File: src/rtl/conv_layer_sequencer.sv
// conv_layer_sequencer
//   Sequences one conv_top instance through a complete layer. It loads the
//   biases once. Then, for each output group (OG), it loads the weights,
//   pulses go, streams pixels, waits for done, flushes the pipeline with
//   zero pixels and soft-resets conv_top. Per-OG quantisation parameters come
//   from a small table that the host writes.
//
// Ports
//   clk, rst                      clock, asynchronous active-high reset
//   start, cfg_*                  layer start pulse and layer geometry
//   qt_wr_*                       quant table write port (m multiplier, n shift)
//   bias_s_*, wt_s_*, px_s_*      source streams (valid/ready)
//   bias_wr_*, wt_wr_*            memory write controls to conv_top
//   pixel_out*                    pixel stream to conv_top
//   conv_go, conv_done            conv_top start / completion
//   conv_soft_rst                 ORed into conv_top reset by the parent
//   conv_output_group, conv_quant_m/n, conv_wt_base_addr   per-OG config
//   busy, layer_done, err_last    status
//
// Handshake: a beat transfers on a rising clk edge where valid && ready.
// Each ready output depends only on the FSM state and never on valid. The
// matching write enable and data are combinational copies of the source
// valid and data during the load and stream states.

module conv_layer_sequencer #(
    parameter int MAX_OG           = 64,
    parameter int WT_ADDR_WIDTH    = 12,
    parameter int FLUSH_RST_CYCLES = 5,
    parameter int FLUSH_GAP_CYCLES = 2,
    localparam int QT_AW = (MAX_OG > 1) ? $clog2(MAX_OG) : 1
) (
    input  logic                     clk,
    input  logic                     rst,
    input  logic                     start,
    input  logic [7:0]               cfg_co_groups,
    input  logic [9:0]               cfg_ci_groups,
    input  logic [15:0]              cfg_img_width,
    input  logic [15:0]              cfg_img_height,
    input  logic                     qt_wr_en,
    input  logic [QT_AW-1:0]         qt_wr_addr,
    input  logic [31:0]              qt_wr_m,
    input  logic [4:0]               qt_wr_n,
    input  logic [127:0]             bias_s_data,
    input  logic                     bias_s_valid,
    output logic                     bias_s_ready,
    input  logic [71:0]              wt_s_data,
    input  logic                     wt_s_valid,
    output logic                     wt_s_ready,
    input  logic [63:0]              px_s_data,
    input  logic                     px_s_valid,
    input  logic                     px_s_last,
    output logic                     px_s_ready,
    output logic                     bias_wr_en,
    output logic                     bias_wr_addr_rst,
    output logic [127:0]             bias_wr_data,
    output logic                     wt_wr_en,
    output logic                     wt_wr_addr_rst,
    output logic [71:0]              wt_wr_data,
    output logic [63:0]              pixel_out,
    output logic                     pixel_out_valid,
    output logic                     pixel_out_last,
    output logic                     conv_go,
    input  logic                     conv_done,
    output logic                     conv_soft_rst,
    output logic [7:0]               conv_output_group,
    output logic [31:0]              conv_quant_m,
    output logic [4:0]               conv_quant_n,
    output logic [WT_ADDR_WIDTH-1:0] conv_wt_base_addr,
    output logic                     busy,
    output logic                     layer_done,
    output logic                     err_last
);

    typedef enum logic [3:0] {
        IDLE, B_RST, B_LOAD, W_RST, W_LOAD, GO, STREAM,
        WAIT_DONE, FLUSH, F_RST, F_GAP, NEXT, DONE
    } state_t;

    state_t state, state_next;

    logic [7:0]  co_q;
    logic [9:0]  ci_q;
    logic [15:0] w_q, h_q;
    logic [31:0] cnt, cnt_next, cnt_inc;
    logic [7:0]  og, og_load;
    logic        done_seen;
    logic        accept, load_og, og_advance;

    logic [31:0] qt_m [MAX_OG];
    logic [4:0]  qt_n [MAX_OG];
    logic [QT_AW-1:0] qt_idx;

    logic [31:0] bias_total, wt_total, px_total, flush_total, wh;

    // All totals are 32-bit. Oversized geometries wrap instead of widening.
    assign bias_total  = {23'd0, co_q, 1'b0};
    assign wt_total    = {16'd0, ci_q, 6'd0};
    assign wh          = 32'(w_q) * 32'(h_q);
    assign px_total    = wh * 32'(ci_q);
    assign flush_total = ((32'(w_q) * 32'(ci_q)) << 1) + 32'd4;
    assign cnt_inc     = cnt + 32'd1;

    // The OG whose parameters are presented while it is processed. In NEXT
    // the counter has not advanced yet, so look one ahead.
    assign og_load = og_advance ? og + 8'd1 : og;
    assign qt_idx  = QT_AW'(og_load);

    assign conv_wt_base_addr = '0;

    always_ff @(posedge clk or posedge rst) begin
        if (rst) state <= IDLE;
        else     state <= state_next;
    end

    always_comb begin
        state_next       = state;
        cnt_next         = cnt;
        accept           = 1'b0;
        load_og          = 1'b0;
        og_advance       = 1'b0;
        bias_s_ready     = 1'b0;
        wt_s_ready       = 1'b0;
        px_s_ready       = 1'b0;
        bias_wr_en       = 1'b0;
        bias_wr_addr_rst = 1'b0;
        bias_wr_data     = '0;
        wt_wr_en         = 1'b0;
        wt_wr_addr_rst   = 1'b0;
        wt_wr_data       = '0;
        pixel_out        = '0;
        pixel_out_valid  = 1'b0;
        pixel_out_last   = 1'b0;
        conv_go          = 1'b0;
        conv_soft_rst    = 1'b0;
        layer_done       = 1'b0;
        busy             = (state != IDLE) && (state != DONE);

        case (state)
            IDLE: begin
                if (start) begin
                    accept     = 1'b1;
                    cnt_next   = '0;
                    state_next = (cfg_co_groups == 8'd0) ? DONE : B_RST;
                end
            end
            B_RST: begin
                bias_wr_addr_rst = 1'b1;
                state_next       = B_LOAD;
            end
            B_LOAD: begin
                bias_s_ready = 1'b1;
                bias_wr_en   = bias_s_valid;
                bias_wr_data = bias_s_valid ? bias_s_data : '0;
                if (bias_s_valid) begin
                    cnt_next = cnt_inc;
                    if (cnt_inc >= bias_total) begin
                        cnt_next   = '0;
                        load_og    = 1'b1;
                        state_next = W_RST;
                    end
                end
            end
            W_RST: begin
                wt_wr_addr_rst = 1'b1;
                state_next     = W_LOAD;
            end
            W_LOAD: begin
                wt_s_ready = 1'b1;
                wt_wr_en   = wt_s_valid;
                wt_wr_data = wt_s_valid ? wt_s_data : '0;
                if (wt_s_valid) cnt_next = cnt_inc;
                if (wt_total == 32'd0 || (wt_s_valid && cnt_inc >= wt_total)) begin
                    cnt_next   = '0;
                    state_next = GO;
                end
            end
            GO: begin
                conv_go    = 1'b1;
                state_next = STREAM;
            end
            STREAM: begin
                px_s_ready      = 1'b1;
                pixel_out_valid = px_s_valid;
                pixel_out       = px_s_valid ? px_s_data : '0;
                pixel_out_last  = px_s_valid && (cnt_inc == px_total);
                if (px_s_valid) cnt_next = cnt_inc;
                // The internal beat count decides when the stream ends.
                // px_s_last is only checked against it.
                if (px_total == 32'd0 || (px_s_valid && cnt_inc >= px_total)) begin
                    cnt_next   = '0;
                    state_next = WAIT_DONE;
                end
            end
            WAIT_DONE: begin
                if (done_seen || conv_done) state_next = FLUSH;
            end
            FLUSH: begin
                pixel_out_valid = 1'b1;
                cnt_next        = cnt_inc;
                if (cnt_inc >= flush_total) begin
                    cnt_next   = '0;
                    state_next = F_RST;
                end
            end
            F_RST: begin
                conv_soft_rst = 1'b1;
                cnt_next      = cnt_inc;
                if (cnt_inc >= 32'(FLUSH_RST_CYCLES)) begin
                    cnt_next   = '0;
                    state_next = F_GAP;
                end
            end
            F_GAP: begin
                cnt_next = cnt_inc;
                if (cnt_inc >= 32'(FLUSH_GAP_CYCLES)) begin
                    cnt_next   = '0;
                    state_next = NEXT;
                end
            end
            NEXT: begin
                og_advance = 1'b1;
                if ({1'b0, og} + 9'd1 == {1'b0, co_q}) begin
                    state_next = DONE;
                end else begin
                    load_og    = 1'b1;
                    state_next = W_RST;
                end
            end
            DONE: begin
                layer_done = 1'b1;
                state_next = IDLE;
            end
            default: state_next = IDLE;
        endcase
    end

    always_ff @(posedge clk or posedge rst) begin
        if (rst) begin
            co_q              <= '0;
            ci_q              <= '0;
            w_q               <= '0;
            h_q               <= '0;
            cnt               <= '0;
            og                <= '0;
            done_seen         <= 1'b0;
            err_last          <= 1'b0;
            conv_output_group <= '0;
            conv_quant_m      <= '0;
            conv_quant_n      <= '0;
        end else begin
            cnt <= cnt_next;
            if (accept) begin
                co_q      <= cfg_co_groups;
                ci_q      <= cfg_ci_groups;
                w_q       <= cfg_img_width;
                h_q       <= cfg_img_height;
                og        <= '0;
                err_last  <= 1'b0;
                done_seen <= 1'b0;
            end
            if (og_advance) og <= og + 8'd1;
            // Registered table read. The values hold until the next OG.
            if (load_og) begin
                conv_output_group <= og_load;
                conv_quant_m      <= qt_m[qt_idx];
                conv_quant_n      <= qt_n[qt_idx];
            end
            // A done that arrives during the go cycle or the stream is not lost.
            if (state == GO)    done_seen <= conv_done;
            else if (conv_done) done_seen <= 1'b1;
            if (state == STREAM && px_s_valid && (px_s_last != pixel_out_last))
                err_last <= 1'b1;
        end
    end

    always_ff @(posedge clk) begin
        if (qt_wr_en) begin
            qt_m[qt_wr_addr] <= qt_wr_m;
            qt_n[qt_wr_addr] <= qt_wr_n;
        end
    end

endmodule
File: config.mk
export PLATFORM = sky130hd
export DESIGN_NAME = conv_layer_sequencer
export DESIGN_NICKNAME = d
export VERILOG_FILES = /design/src/rtl/conv_layer_sequencer.sv
export SDC_FILE = /design/constraint.sdc
export NUM_CORES = 2
export LEC_CHECK = 0
export BUFFER_PORTS_ARGS = -buffer_cell sky130_fd_sc_hd__buf_2
export CORE_ASPECT_RATIO = 0.75
export CORE_MARGIN = 4
export CORE_UTILIZATION = 35
export DETAILED_ROUTE_END_ITERATION = 12
export PLACE_DENSITY = 0.62
export SYNTH_ARGS = -nofsm -noshare
export SYNTH_HDL_FRONTEND = slang
export SYNTH_SLANG_ARGS = --single-unit
File: constraint.sdc
create_clock -name clk -period 17.55 [get_ports clk]
set_input_delay 0.8775 -clock clk [delete_from_list [all_inputs] [get_ports clk]]
set_output_delay 0.8775 -clock clk [all_outputs]
set_load 0.02 [all_outputs]
==> flow_summary.ini <==
[critical_path]
cp.buffers_inverters = 4
path_class = flop to primary output
setup.worst_path.end_class = primary output
critPathTopFamily = adder cells
cp-start-kind = flop
crit_top_cell = fa_1
cp_data_arrival_time_ps = 15260
required_ps = 16670
critPathMaxStageDelay_ps = 1020
critPathSlowestCell = dfrtp_1
crit_fanout = 17

[yosys]
synth_ff_type = edfxtp_1
syn-cell-area_sq_um = 123000
synth_enable_flop_cells = 2368
synth_top_cell_area_share_pct = 57.9
ys_warn_count = 0
synthTopCellsByArea = edfxtp_1, mux4_2, fa_1
synth_cell_types = 95
synth-seq-cells = 2509
synth_cells = 7219
syn_avg_cell_area_sq_um = 17.0
async_flop_share_pct = 5.62
synth.largest_area_cell = edfxtp_1
ys_seq_area_share_pct = 60.8

[cts]
post_cts_resized = 0
cts-root-buf = clkbuf_16
clk_latency_ps = 960
clkSinkCount = 2509
cts.path.max_buffers = 4
clk_pin_slew_ps = 80
htreeDepth = 4
post-cts-setup-buffers = 0
cts_tree = built
cts_buffers = 238

[timing]
rsz0062_at_grt = false
relSlewSlack_pct = 13.0
fin_setup_tns_ps = 0
setup_slack_ps = 1410
min_period_ps = 16140
drv_slew = 0
max_freq_ghz = 0.0619
min_period_over_period_pct = 92.0
max_slew.worst_pin.slew_ps = 1300
setup-violations-final = 0
timing.final.hold_violations = 0
finalClockSkew_ps = 109

[cells_and_area]
finish.instance_area_sq_um = 140000
final_common_cell = edfxtp_1
syn_to_final_growth_pct = 13.9
drive_above_1_share_pct = 26.6
nets = 9067
seq_area_sq_um = 74600
fillers = 31500
multiInputGateArea_sq_um = 45100
layoutNonFillerInstCount = 12800
final_cell_mix = edfxtp_1, mux4_2, buf_2

[floorplan]
initial_utilization_pct = 35.1
die_y_um = 521
die_w_um = 692
io-pin-count = 701
core_area_sq_um = 350000
dieArea_sq_um = 360000
row_count = 188

[route]
dr.pass1.iters = 5
drt_iter0_markers = 8791
routed_wl_um = 365000
vias = 70000
avgRoutedWirePerCell_um = 28.5
post-route-drc-count = 0
antenna_left = 0
viasPerCell = 5.48

[place]
place_inst = 12300
place_ws_ps = 2220
hpwl_um = 231000
gp_congestion = 1.01
port_buffers = 688
placed_area_sq_um = 132000

[job]
maxCapViolCount = 0

[run_status]
status = finished clean

[global_route]
grt_pass1_vias = 70300
overflow = 0
grt_pass1_wl_um = 524000
grt_usage_pct = 19.9
grt_max_degree = 136
antenna_found_initial = 57

[min_path]
hp-class = input port to flop
==> cell families (layout without fill, tap and decap cells) <==
kind of cell,count (synthesis),count (layout),share of synthesized area [%]
fa+ha+maj,795,795,11.2
xor+xnor,146,146,1.08
compound gates,403,403,2.32
other cells,1,46,0.00305
buf+inv,948,1812,2.96
simple gates,1546,1546,6.61
flops,2509,2509,60.8
mux,871,871,15.1
==> per-stage QoR <==
stage	hold slack, ps	utilization [%]
2_1_floorplan	492	-
3_3_place_gp	474	37.8
3_5_place_dp	473	37.8
4_1_cts	157	40.0
5_1_grt	193	40.0
6_report	235	40.0
==> Yosys cell counts (10+ instances only) <==
cell         n
edfxtp_1  2368
mux4_2     771
inv_1      549
fa_1       502
nand2_1    468
and2_1     412
clkbuf_1   349
ha_1       293
and3_1     220
nor2_1     156
dfrtp_1    141
a21oi_1     97
mux2_2      91
xnor2_1     88
o21ai_0     66
nand3_1     62
xor2_1      54
a21o_1      49
nor3_1      47
nand4_1     43
nor2b_1     27
buf_1       24
a22o_1      22
nor4_1      22
o21a_1      22
o211ai_1    17
nand2b_1    15
a211oi_1    13
a31oi_1     13
and4_1      13
buf_4       13
buf_2       10
nand3b_1    10
==> flip-flops by register name, summed over array words and instances (netlist names), 4 cells and up <==
signal	cells
ci_q	10
co_q	8
w_q	16
conv_output_group	8
state	4
h_q	16
og	8
qt_m	2048
cnt	32
qt_n	320
conv_quant_n	5
conv_quant_m	32
==> layer usage <==
metal	track usage [%]	vias to the layer above	part of all wire (%)
li1	-	28700	-
met1	29.8	37400	43
met2	29.7	3386	45
met3	4.49	495	9.3
met4	4.38	26	2.2
met5	0.840	-	0.077
==> path summary, 6_finish.rpt <==
| check | startpoint | endpoint | slack (ps) | cells past startpoint |
|---|---|---|---|---|
| max in group asynchronous | rst | ci_q[7]$_DFFE_PP0P_ | 14970 | 5 |
| min in group asynchronous | rst | conv_output_group[3]$_DFFE_PP0P_ | 520 | 3 |
| hold / removal | conv_done | done_seen$_DFFE_PP0P_ | 230 | 2 |
| hold reg to reg | conv_output_group[6]$_DFFE_PP0P_ | conv_output_group[6]$_DFFE_PP0P_ | 480 | 2 |
| setup / recovery | w_q[4]$_DFFE_PP0P_ | pixel_out_last | 1410 | 43 |
| setup reg to reg | w_q[4]$_DFFE_PP0P_ | cnt[3]$_DFFE_PP0P_ | 2490 | 47 |
==> timing repair <==
item                                    CTS  global route
hold buffers                              1             0
endpoints found under the hold margin    21             0
endpoints found under the setup margin    0             0
==> final cells by class <==
class | instances | share of cell area, %
Sequential cell | 2509 | 53.4
Tap cell | 4655 | 4.17
Clock buffer | 283 | 4.41
Antenna cell | 34 | 0.0609
Timing Repair Buffer | 835 | 3.31
Clock inverter | 145 | 0.924
Inverter | 549 | 1.48
Multi-Input combinational cell | 3773 | 32.3
Power is left out: the tool's default activity adds up to more than one toggle a clock period on the data nets, which glitch-free logic cannot reach.
